$ cat src/rtl/pool_pkg.sv
// Shared types and defaults for the max-pool address generator.
// The cfg struct is the geometry snapshot taken when a job starts.
package pool_pkg;

    localparam int POOL_ADD_SIZE = 20;
    localparam int POOL_DIM_W    = 8;
    localparam int POOL_CH_W     = 6;

    typedef enum logic [1:0] {
        ST_IDLE  = 2'd0,
        ST_CHECK = 2'd1,
        ST_RUN   = 2'd2,
        ST_DONE  = 2'd3
    } pool_state_e;

    typedef struct packed {
        logic [POOL_DIM_W-1:0] img_w;
        logic [POOL_DIM_W-1:0] img_h;
        logic [POOL_DIM_W-1:0] win;
        logic [POOL_DIM_W-1:0] stride;
        logic [POOL_CH_W-1:0]  channels;
    } pool_cfg_t;

    function automatic logic cfg_illegal(input pool_cfg_t cfg);
        return (cfg.win == '0) || (cfg.stride == '0) ||
               (cfg.channels == '0) ||
               (cfg.win > cfg.img_w) || (cfg.win > cfg.img_h);
    endfunction

endpackage

$ cat src/rtl/pool_window_counter.sv
// Nested kx/ky/c0/r0/c counter chain for the pooling walk.
// Wrap flags describe the current position; step_i advances one beat.
module pool_window_counter
    import pool_pkg::*;
(
    input  logic                  clk,
    input  logic                  reset,
    input  logic                  clear_i,
    input  logic                  step_i,
    input  pool_cfg_t             cfg_i,
    output logic [POOL_DIM_W-1:0] c0_o,
    output logic                  kx_last_o,
    output logic                  ky_last_o,
    output logic                  col_wrap_o,
    output logic                  row_wrap_o,
    output logic                  ch_last_o
);

    localparam int DW = POOL_DIM_W;
    localparam int CW = POOL_CH_W;

    logic [DW-1:0] kx_q, kx_d;
    logic [DW-1:0] ky_q, ky_d;
    logic [DW-1:0] c0_q, c0_d;
    logic [DW-1:0] r0_q, r0_d;
    logic [CW-1:0] c_q, c_d;

    logic [DW:0] col_sum;
    logic [DW:0] row_sum;

    // One extra bit keeps origin+stride+win from wrapping.
    always_comb begin
        col_sum    = {1'b0, c0_q} + {1'b0, cfg_i.stride} + {1'b0, cfg_i.win};
        row_sum    = {1'b0, r0_q} + {1'b0, cfg_i.stride} + {1'b0, cfg_i.win};
        kx_last_o  = (kx_q == cfg_i.win - DW'(1));
        ky_last_o  = (ky_q == cfg_i.win - DW'(1));
        col_wrap_o = (col_sum > {1'b0, cfg_i.img_w});
        row_wrap_o = (row_sum > {1'b0, cfg_i.img_h});
        ch_last_o  = (c_q == cfg_i.channels - CW'(1));
        c0_o       = c0_q;
    end

    always_comb begin
        kx_d = kx_q;
        ky_d = ky_q;
        c0_d = c0_q;
        r0_d = r0_q;
        c_d  = c_q;
        if (clear_i) begin
            kx_d = '0;
            ky_d = '0;
            c0_d = '0;
            r0_d = '0;
            c_d  = '0;
        end else if (step_i) begin
            if (!kx_last_o) begin
                kx_d = kx_q + DW'(1);
            end else begin
                kx_d = '0;
                if (!ky_last_o) begin
                    ky_d = ky_q + DW'(1);
                end else begin
                    ky_d = '0;
                    if (!col_wrap_o) begin
                        c0_d = c0_q + cfg_i.stride;
                    end else begin
                        c0_d = '0;
                        if (!row_wrap_o) begin
                            r0_d = r0_q + cfg_i.stride;
                        end else begin
                            r0_d = '0;
                            c_d  = c_q + CW'(1);
                        end
                    end
                end
            end
        end
    end

    always_ff @(posedge clk or posedge reset) begin
        if (reset) begin
            kx_q <= '0;
            ky_q <= '0;
            c0_q <= '0;
            r0_q <= '0;
            c_q  <= '0;
        end else begin
            kx_q <= kx_d;
            ky_q <= ky_d;
            c0_q <= c0_d;
            r0_q <= r0_d;
            c_q  <= c_d;
        end
    end

endmodule

$ cat src/rtl/max_pool_addr_gen.sv
// Max-pool address generator: FSM, valid/ready handshake and the
// plane/row/column address accumulators driven by the window counter.
module max_pool_addr_gen
    import pool_pkg::*;
#(
    parameter int ADD_SIZE = POOL_ADD_SIZE,
    parameter int DIM_W    = POOL_DIM_W,
    parameter int CH_W     = POOL_CH_W
) (
    input  logic                clk,
    input  logic                reset,
    input  logic                start,
    input  logic [ADD_SIZE-1:0] add_in,
    input  logic [DIM_W-1:0]    img_w,
    input  logic [DIM_W-1:0]    img_h,
    input  logic [DIM_W-1:0]    win,
    input  logic [DIM_W-1:0]    stride,
    input  logic [CH_W-1:0]     channels,
    output logic [ADD_SIZE-1:0] add_out,
    output logic                add_valid,
    input  logic                add_ready,
    output logic                window_last,
    output logic                busy,
    output logic                done,
    output logic                err
);

    localparam int AW = ADD_SIZE;

    pool_state_e state_q, state_d;
    pool_cfg_t   cfg_q, cfg_d;
    logic        err_q, err_d;

    logic [AW-1:0] row_step_q, row_step_d;
    logic [AW-1:0] plane_step_q, plane_step_d;
    logic [AW-1:0] plane_q, plane_d;
    logic [AW-1:0] orow_q, orow_d;
    logic [AW-1:0] rowb_q, rowb_d;
    logic [AW-1:0] addr_q, addr_d;

    logic [2*DIM_W-1:0] rs_prod;
    logic [2*DIM_W-1:0] ps_prod;

    logic [POOL_DIM_W-1:0] c0;
    logic kx_last, ky_last, col_wrap, row_wrap, ch_last;
    logic start_acc, beat, final_beat, cfg_bad;
    logic [AW-1:0] img_w_a, c0_a, stride_a, next_orow, next_plane;

    pool_window_counter u_cnt (
        .clk       (clk),
        .reset     (reset),
        .clear_i   (start_acc),
        .step_i    (beat),
        .cfg_i     (cfg_q),
        .c0_o      (c0),
        .kx_last_o (kx_last),
        .ky_last_o (ky_last),
        .col_wrap_o(col_wrap),
        .row_wrap_o(row_wrap),
        .ch_last_o (ch_last)
    );

    // One-time setup products; every per-beat step is an add.
    assign rs_prod = {{DIM_W{1'b0}}, stride} * {{DIM_W{1'b0}}, img_w};
    assign ps_prod = {{DIM_W{1'b0}}, img_h} * {{DIM_W{1'b0}}, img_w};

    assign start_acc  = (state_q == ST_IDLE) && start;
    assign beat       = add_valid && add_ready;
    assign final_beat = beat && kx_last && ky_last && col_wrap &&
                        row_wrap && ch_last;
    assign cfg_bad    = cfg_illegal(cfg_q);

    assign img_w_a    = AW'(cfg_q.img_w);
    assign c0_a       = AW'(c0);
    assign stride_a   = AW'(cfg_q.stride);
    assign next_orow  = orow_q + row_step_q;
    assign next_plane = plane_q + plane_step_q;

    always_ff @(posedge clk or posedge reset) begin
        if (reset) begin
            state_q <= ST_IDLE;
        end else begin
            state_q <= state_d;
        end
    end

    always_comb begin
        state_d = state_q;
        case (state_q)
            ST_IDLE:  if (start) state_d = ST_CHECK;
            ST_CHECK: state_d = cfg_bad ? ST_DONE : ST_RUN;
            ST_RUN:   if (final_beat) state_d = ST_DONE;
            ST_DONE:  state_d = ST_IDLE;
            default:  state_d = ST_IDLE;
        endcase
    end

    always_comb begin
        add_valid   = (state_q == ST_RUN);
        busy        = (state_q == ST_CHECK) || (state_q == ST_RUN);
        done        = (state_q == ST_DONE);
        window_last = add_valid && kx_last && ky_last;
    end

    always_comb begin
        cfg_d        = cfg_q;
        err_d        = err_q;
        row_step_d   = row_step_q;
        plane_step_d = plane_step_q;
        plane_d      = plane_q;
        orow_d       = orow_q;
        rowb_d       = rowb_q;
        addr_d       = addr_q;
        if (start_acc) begin
            cfg_d.img_w    = img_w;
            cfg_d.img_h    = img_h;
            cfg_d.win      = win;
            cfg_d.stride   = stride;
            cfg_d.channels = channels;
            row_step_d     = AW'(rs_prod);
            plane_step_d   = AW'(ps_prod);
            plane_d        = add_in;
            orow_d         = add_in;
            rowb_d         = add_in;
            addr_d         = add_in;
            err_d          = 1'b0;
        end else if ((state_q == ST_CHECK) && cfg_bad) begin
            err_d = 1'b1;
        end else if (beat) begin
            if (!kx_last) begin
                addr_d = addr_q + AW'(1);
            end else if (!ky_last) begin
                rowb_d = rowb_q + img_w_a;
                addr_d = rowb_q + img_w_a + c0_a;
            end else if (!col_wrap) begin
                rowb_d = orow_q;
                addr_d = orow_q + c0_a + stride_a;
            end else if (!row_wrap) begin
                orow_d = next_orow;
                rowb_d = next_orow;
                addr_d = next_orow;
            end else begin
                plane_d = next_plane;
                orow_d  = next_plane;
                rowb_d  = next_plane;
                addr_d  = next_plane;
            end
        end
    end

    always_ff @(posedge clk or posedge reset) begin
        if (reset) begin
            cfg_q        <= '0;
            err_q        <= 1'b0;
            row_step_q   <= '0;
            plane_step_q <= '0;
            plane_q      <= '0;
            orow_q       <= '0;
            rowb_q       <= '0;
            addr_q       <= '0;
        end else begin
            cfg_q        <= cfg_d;
            err_q        <= err_d;
            row_step_q   <= row_step_d;
            plane_step_q <= plane_step_d;
            plane_q      <= plane_d;
            orow_q       <= orow_d;
            rowb_q       <= rowb_d;
            addr_q       <= addr_d;
        end
    end

    assign add_out = addr_q;
    assign err     = err_q;

endmodule

$ cat config.mk
export PLATFORM = sky130hd
export DESIGN_NAME = max_pool_addr_gen
export DESIGN_NICKNAME = d
export VERILOG_FILES = /design/src/rtl/pool_pkg.sv /design/src/rtl/pool_window_counter.sv /design/src/rtl/max_pool_addr_gen.sv
export SDC_FILE = /design/constraint.sdc
export NUM_CORES = 1
export LEC_CHECK = 0
export ABC_AREA = 1
export CORE_MARGIN = 3
export CORE_UTILIZATION = 55
export DETAILED_ROUTE_END_ITERATION = 10
export PLACE_DENSITY = 0.76
export SYNTH_ARGS = -nofsm -noshare
export SYNTH_HDL_FRONTEND = slang
export SYNTH_SLANG_ARGS = --single-unit
export TNS_END_PERCENT = 100
$ cat constraint.sdc
create_clock -name clk -period 5.6 [get_ports clk]
set_input_delay 0.84 -clock clk [delete_from_list [all_inputs] [get_ports clk]]
set_output_delay 0.84 -clock clk [all_outputs]
set_load 0.005 [all_outputs]
==> impl_metrics.toml, run 1 <==
[status]
status = "completed"

[routing]
routedWlPerCell_um = 18.70
first_pass_iters = 7
wirelength_um = 65300
antenna_left = 0
drt-initial-drc-count = 1640
vias_per_cell = 5.702
num_vias = 19910
drc_errors = 0

[die]
fp.dieArea_mm2 = 0.03988
coreArea_mm2 = 0.03679
rows = 70
initial_core_util = 0.5609
fp.dieH_um = 199.7
ios = 87
die_width_um = 199.7

[setup_path]
cp-end-kind = "register"
worstPathArrival_ps = 5640
crit_required_ps = 5950
critical_path_class = "primary input to register"
path_max_fanout = 9
crit_path_start_kind = "primary input"

[place]
dpl.cell_count = 3460
port_buffers = 86
hpwl_um = 52240
gp_congestion = 1.008
place_worst_setup_slack_ps = -62.81
placed_area_mm2 = 0.02212

[final_layout]
syn2layout_area_growth_pct = 10.19
drive_above_1_share = 0.04729
final_area_mm2 = 0.02274
stdcell_count = 3492
diodes = 0
nNetsFinal = 3378

[hold_path]
hold_class = "register to register"

[sta]
finalMaxSlewViolations = 0
finalSetupViolCount = 0
worstMarginPinSlew_ps = 1018
slew_headroom = 0.3198
skew_ps = 19.89
max_freq_mhz = 189.0
fin_setup_tns_ps = 0
rsz0062_at_grt = "no"
fin_ws_ps = 309.3
hold_viol = 0
finalCriticalPeriod_ps = 5291
period_share = 0.9448

[clock_network]
post_cts_resized = 0
clkTransAtPathRegs_ps = 70
cts_tree = "done"
clock_path_buffers = 2
htreeDepth = 4
clk_latency_ps = 460
numCtsBuffers = 17
numClockSinks = 191
postCtsHoldBufs = 0
clockRootBuffer = "clkbuf_16"
postCtsSetupBuffers = 0

[global_routing]
overflow = 0
antenna_found_initial = 3
grt_pass1_wl_um = 103900
grt_use_total = 0.3349
grt_pass1_vias = 19390
grt_max_degree = 94

[job]
cap_violations = 0

[pwr]
leakagePower_nw = 12.49
powerDensity_mw_per_mm2 = 188.2
p_switching_mw = 1.490
power_frac_clock = 0.311
combPwrFrac = 0.335
ir_worst_vdd_v = 0.0001789
p_seq_frac = 0.354
internal-power_mw = 2.789
netSwitchingFraction = 0.3483

[yosys]
synth_common_cells = "nand2_1, inv_1, ha_1"
synth_cells = 2942
synth_area_leaders = "dfrtp_1, nand2_1, ha_1, fa_1, inv_1"
ys_warn_count = 0
syn_area_mm2 = 0.02063
syn_avg_cell_area_um2 = 7.013
ys_seq_area_frac = 0.2316
ys_ff_latch = 191
netlist.area_leader.share = 0.2316
synth_top_area_cell = "dfrtp_1"
yosysMostFrequentCell = "nand2_1"
syn_nets = 3309
synthArstFlopShare = 1.000
ys_types = 53
synth_enable_flop_cells = 0
ys_dominant_reg_cell = "dfrtp_1"
-- critical path, stage by stage --
cell and delay [ps]:
clkdlybuf4s50_1 530, buf_4 230, nand2_1 70, inv_1 60, fa_1 500, inv_1 60
fa_1 500, fa_1 490, inv_1 50, fa_1 430, ha_1 350, inv_1 90
o21ai_0 240, nand2_1 100, o211ai_1 150, a21oi_1 120, o21bai_1 200, nand2_1 90
nand2_1 70, a21oi_1 70, or2_2 270, nand3_1 70, nand2_1 60
-- cells in the final DEF (no fill, tap or decap), types with 8 or more instances in the layout --
master | synthesis | routed
clkbuf_16 | 0 | 17
nor4_1 | 9 | 9
nand2_1 | 862 | 861
inv_1 | 450 | 448
a21oi_1 | 153 | 153
a31oi_1 | 16 | 16
nand3_1 | 153 | 153
inv_2 | 10 | 10
o211ai_1 | 23 | 23
o21ai_0 | 172 | 172
nand4_1 | 44 | 44
ha_1 | 200 | 200
nand3b_1 | 10 | 10
nor3_1 | 30 | 30
fa_1 | 105 | 105
xnor2_1 | 37 | 37
nor2_1 | 186 | 186
or2_2 | 13 | 13
clkdlybuf4s50_1 | 0 | 86
a22oi_1 | 10 | 10
o21bai_1 | 11 | 11
o21a_1 | 8 | 8
buf_4 | 0 | 53
dfrtp_1 | 191 | 191
o21ai_1 | 11 | 11
xor2_1 | 78 | 78
-- state kept, by name, summed over array words and instances (netlist names), 16 cells and up --
signal	flops
cfg_q	38
plane_step_q	16
plane_q	20
add_out	20
orow_q	20
rowb_q	20
row_step_q	16
-- metal layers --
| metal | global-route usage | up-vias | part of all wire |
|---|---|---|---|
| li1 | - | 9536 | - |
| met1 | 0.4548 | 9451 | 0.43 |
| met2 | 0.5379 | 780 | 0.45 |
| met3 | 0.05193 | 145 | 0.077 |
| met4 | 0.1378 | 0 | 0.044 |
| met5 | 0 | - | 0 |
-- final cells by class --
class,count,area (µm²)
well taps,468,585.6
fillers,3411,14050
clock inverters,13,180.2
inverters,463,1754
clock buffers,19,432.9
multi-input cells,2198,13730
repair buffers,140,1279
flip-flops and latches,191,4780
-- kinds of logic (layout without fill, tap and decap cells) --
| group | after synthesis | after routing | share of synthesized area |
|---|---|---|---|
| DFF | 191 | 191 | 0.2316 |
| and+or+nand+nor | 1336 | 1336 | 0.2726 |
| AOI/OAI and AO/OA | 440 | 440 | 0.1187 |
| adders and majority gates | 305 | 305 | 0.2232 |
| xor gates and xnor gates | 117 | 117 | 0.05039 |
| buffers and inverters | 553 | 635 | 0.1035 |
-- power groups by stage --
stage	registers, mW	clock network, mW	logic (mW)
detailed placement	1.54	0	1.42
CTS	1.51	1.34	1.43
global route	1.53	1.39	1.65
global placement	1.54	0	1.37
finish	1.52	1.33	1.43
floorplan	1.53	0	1.00
-- worst paths after layout --
kind	start	to	slack, ps	cells past startpoint
worst max-delay path	img_w[3]	plane_step_q[15]	310	23
max in group asynchronous	reset	row_step_q[15]	3380	3
min in group asynchronous	reset	u_cnt.c_q[0]	950	2
worst min-delay path	plane_q[11]	plane_q[11]	490	2
worst max register to register	cfg_q[7]	add_out[0]	540	24
worst min register to register	plane_q[11]	plane_q[11]	490	2
-- stage by stage --
stage | util | hold WS (ps) | power, mW
3_3_place_gp | 0.6014 | 468.3 | 2.907
4_1_cts | 0.6181 | 493.7 | 4.290
3_5_place_dp | 0.6014 | 474.0 | 2.962
5_1_grt | 0.6181 | 504.9 | 4.576
6_report | 0.6181 | 493.7 | 4.279
2_1_floorplan | - | 452.8 | 2.529
(Power assumes the default switching activity.)
==> inputs of run 2 (changes only) <==
--- a/config.mk
+++ b/config.mk
@@ -6,10 +6,12 @@
 export NUM_CORES = 1
 export LEC_CHECK = 0
 export ABC_AREA = 1
-export CORE_MARGIN = 3
+export CORE_MARGIN = 5
 export CORE_UTILIZATION = 55
 export DETAILED_ROUTE_END_ITERATION = 10
+export GPL_ROUTABILITY_DRIVEN = 0
 export PLACE_DENSITY = 0.76
+export SLEW_MARGIN = 20
 export SYNTH_ARGS = -nofsm -noshare
 export SYNTH_HDL_FRONTEND = slang
 export SYNTH_SLANG_ARGS = --single-unit
==> impl_metrics.toml, run 2 (synthesis results as in run 1) <==
[status]
status = "completed"

[setup_path]
crit_path_start_kind = "register"
startpoint = "cfg_q[7]"
critPathBufInv = 4
cp.depth = 25
cpMaxStageDelayCell = "dfrtp_1"
cp_top_family = "adder cells"
crit_required_ps = 5950
worstPathArrival_ps = 5630
cpMostUsedCell = "nand2_1"
r2r-start = "cfg_q[7]"
path_max_fanout = 13
reg2reg_depth = 25
critical_path_class = "register to register"
cp-end-kind = "register"
slowest_delay_ps = 680

[die]
coreArea_mm2 = 0.03731
rows = 71
fp.dieH_um = 203.7
initial_core_util = 0.5530
fp.dieArea_mm2 = 0.04149
die_width_um = 203.7
ios = 87

[final_layout]
drive_above_1_share = 0.04541
largest-register = "cfg_q"
final_area_mm2 = 0.02268
mostFrequentLayoutCells = "nand2_1, inv_1, ha_1, dfrtp_1, nor2_1"
layout_commonest_cell = "nand2_1"
syn2layout_area_growth_pct = 9.896
stdcell_count = 3492
final_core_util = 0.6077
largest_register_ff_count = 38
nNetsFinal = 3372

[routing]
drc_errors = 0
vias_per_cell = 5.788
first_pass_iters = 7
antenna_left = 0
num_vias = 20210
routedWlPerCell_um = 17.96
wirelength_um = 62710
drt-initial-drc-count = 2244

[global_routing]
grt_pass1_vias = 19870
grt_pass1_wl_um = 102000
antenna_found_initial = 2
overflow = 0
grt_max_degree = 152
grt_use_total = 0.3058

[pwr]
power_frac_clock = 0.302
p_seq_frac = 0.360
combPwrFrac = 0.338
powerDensity_mw_per_mm2 = 185.8
p_switching_mw = 1.517
leakagePower_nw = 12.45
ir_worst_vdd_v = 0.0001978
netSwitchingFraction = 0.3600
finalPower_mw = 4.213
internal-power_mw = 2.696

[clock_network]
clk_latency_ps = 480
numClockSinks = 191
cts_tree = "done"
numCtsBuffers = 17
clkTransAtPathRegs_ps = 80
clockRootBuffer = "clkbuf_16"
postCtsHoldBufs = 0
postCtsSetupBuffers = 0
post_cts_resized = 0
clock_path_buffers = 2
htreeDepth = 4

[sta]
fin_setup_tns_ps = 0
worstMarginPinSlew_ps = 950.5
rsz0062_at_grt = "no"
fin_ws_ps = 319.6
hold_viol = 0
max_freq_mhz = 189.4
skew_ps = 20.30
finalCriticalPeriod_ps = 5280
hold_slack_ps = 486.4
finalSetupViolCount = 0
finalMaxSlewViolations = 0
period_share = 0.9429
slew_headroom = 0.3663

[hold_path]
hold_path_depth = 2
hold_class = "register to register"
hp-start = "plane_q[4]"

[place]
placed_area_mm2 = 0.02210
hpwl_um = 48910
dpl.cell_count = 3460
port_buffers = 86
place_worst_setup_slack_ps = -45.09

[job]
cap_violations = 0
==> run 2: cell types whose count changed in the layout (fill, tap and decap cells not counted), sizes merged <==
| cell | previous run | this run |
|---|---|---|
| diode | 0 | 1 |
| bufinv | 3 | 1 |
| clkinv | 6 | 4 |
| clkbuf | 19 | 18 |
| inv | 466 | 470 |
| buf | 54 | 48 |
==> run 2: worst min-delay path, stage by stage, from the launching register on <==
cell	delay, ps
dfrtp_1	350
nand2_1	50
nand2_1	50
==> run 2: per-layer routing <==
layer	vias to the layer above	track usage	share of wire
li1	9532	-	-
met1	9467	0.4076	0.41
met2	1012	0.4882	0.45
met3	202	0.05295	0.093
met4	0	0.1419	0.049
met5	-	0	0
==> run 2: area by class of cell <==
type                            count  area (µm²)
Inverter                          463        1754
Tap cell                          474       593.1
Clock buffer                       18       429.2
Antenna cell                        1       2.502
Sequential cell                   191        4780
Multi-Input combinational cell   2198       13730
Fill cell                        3416       14640
Timing Repair Buffer              134        1246
Clock inverter                     13       145.1
==> run 2: worst paths after layout <==
kind / end / slack, ps
setup / recovery: orow_q[13] / 320
hold / removal: plane_q[4] / 490
setup reg to reg: orow_q[13] / 320
hold reg to reg: plane_q[4] / 490
max in group asynchronous: plane_step_q[10] / 3910
min in group asynchronous: u_cnt.kx_q[5] / 900
==> run 2: power by group through the flow <==
stage	registers (mW)	clock network (mW)	logic (mW)
detailed placement	1.54	0	1.41
global placement	1.54	0	1.36
global route	1.53	1.34	1.63
finish	1.52	1.27	1.42
floorplan	1.53	0	1.00
CTS	1.52	1.27	1.42
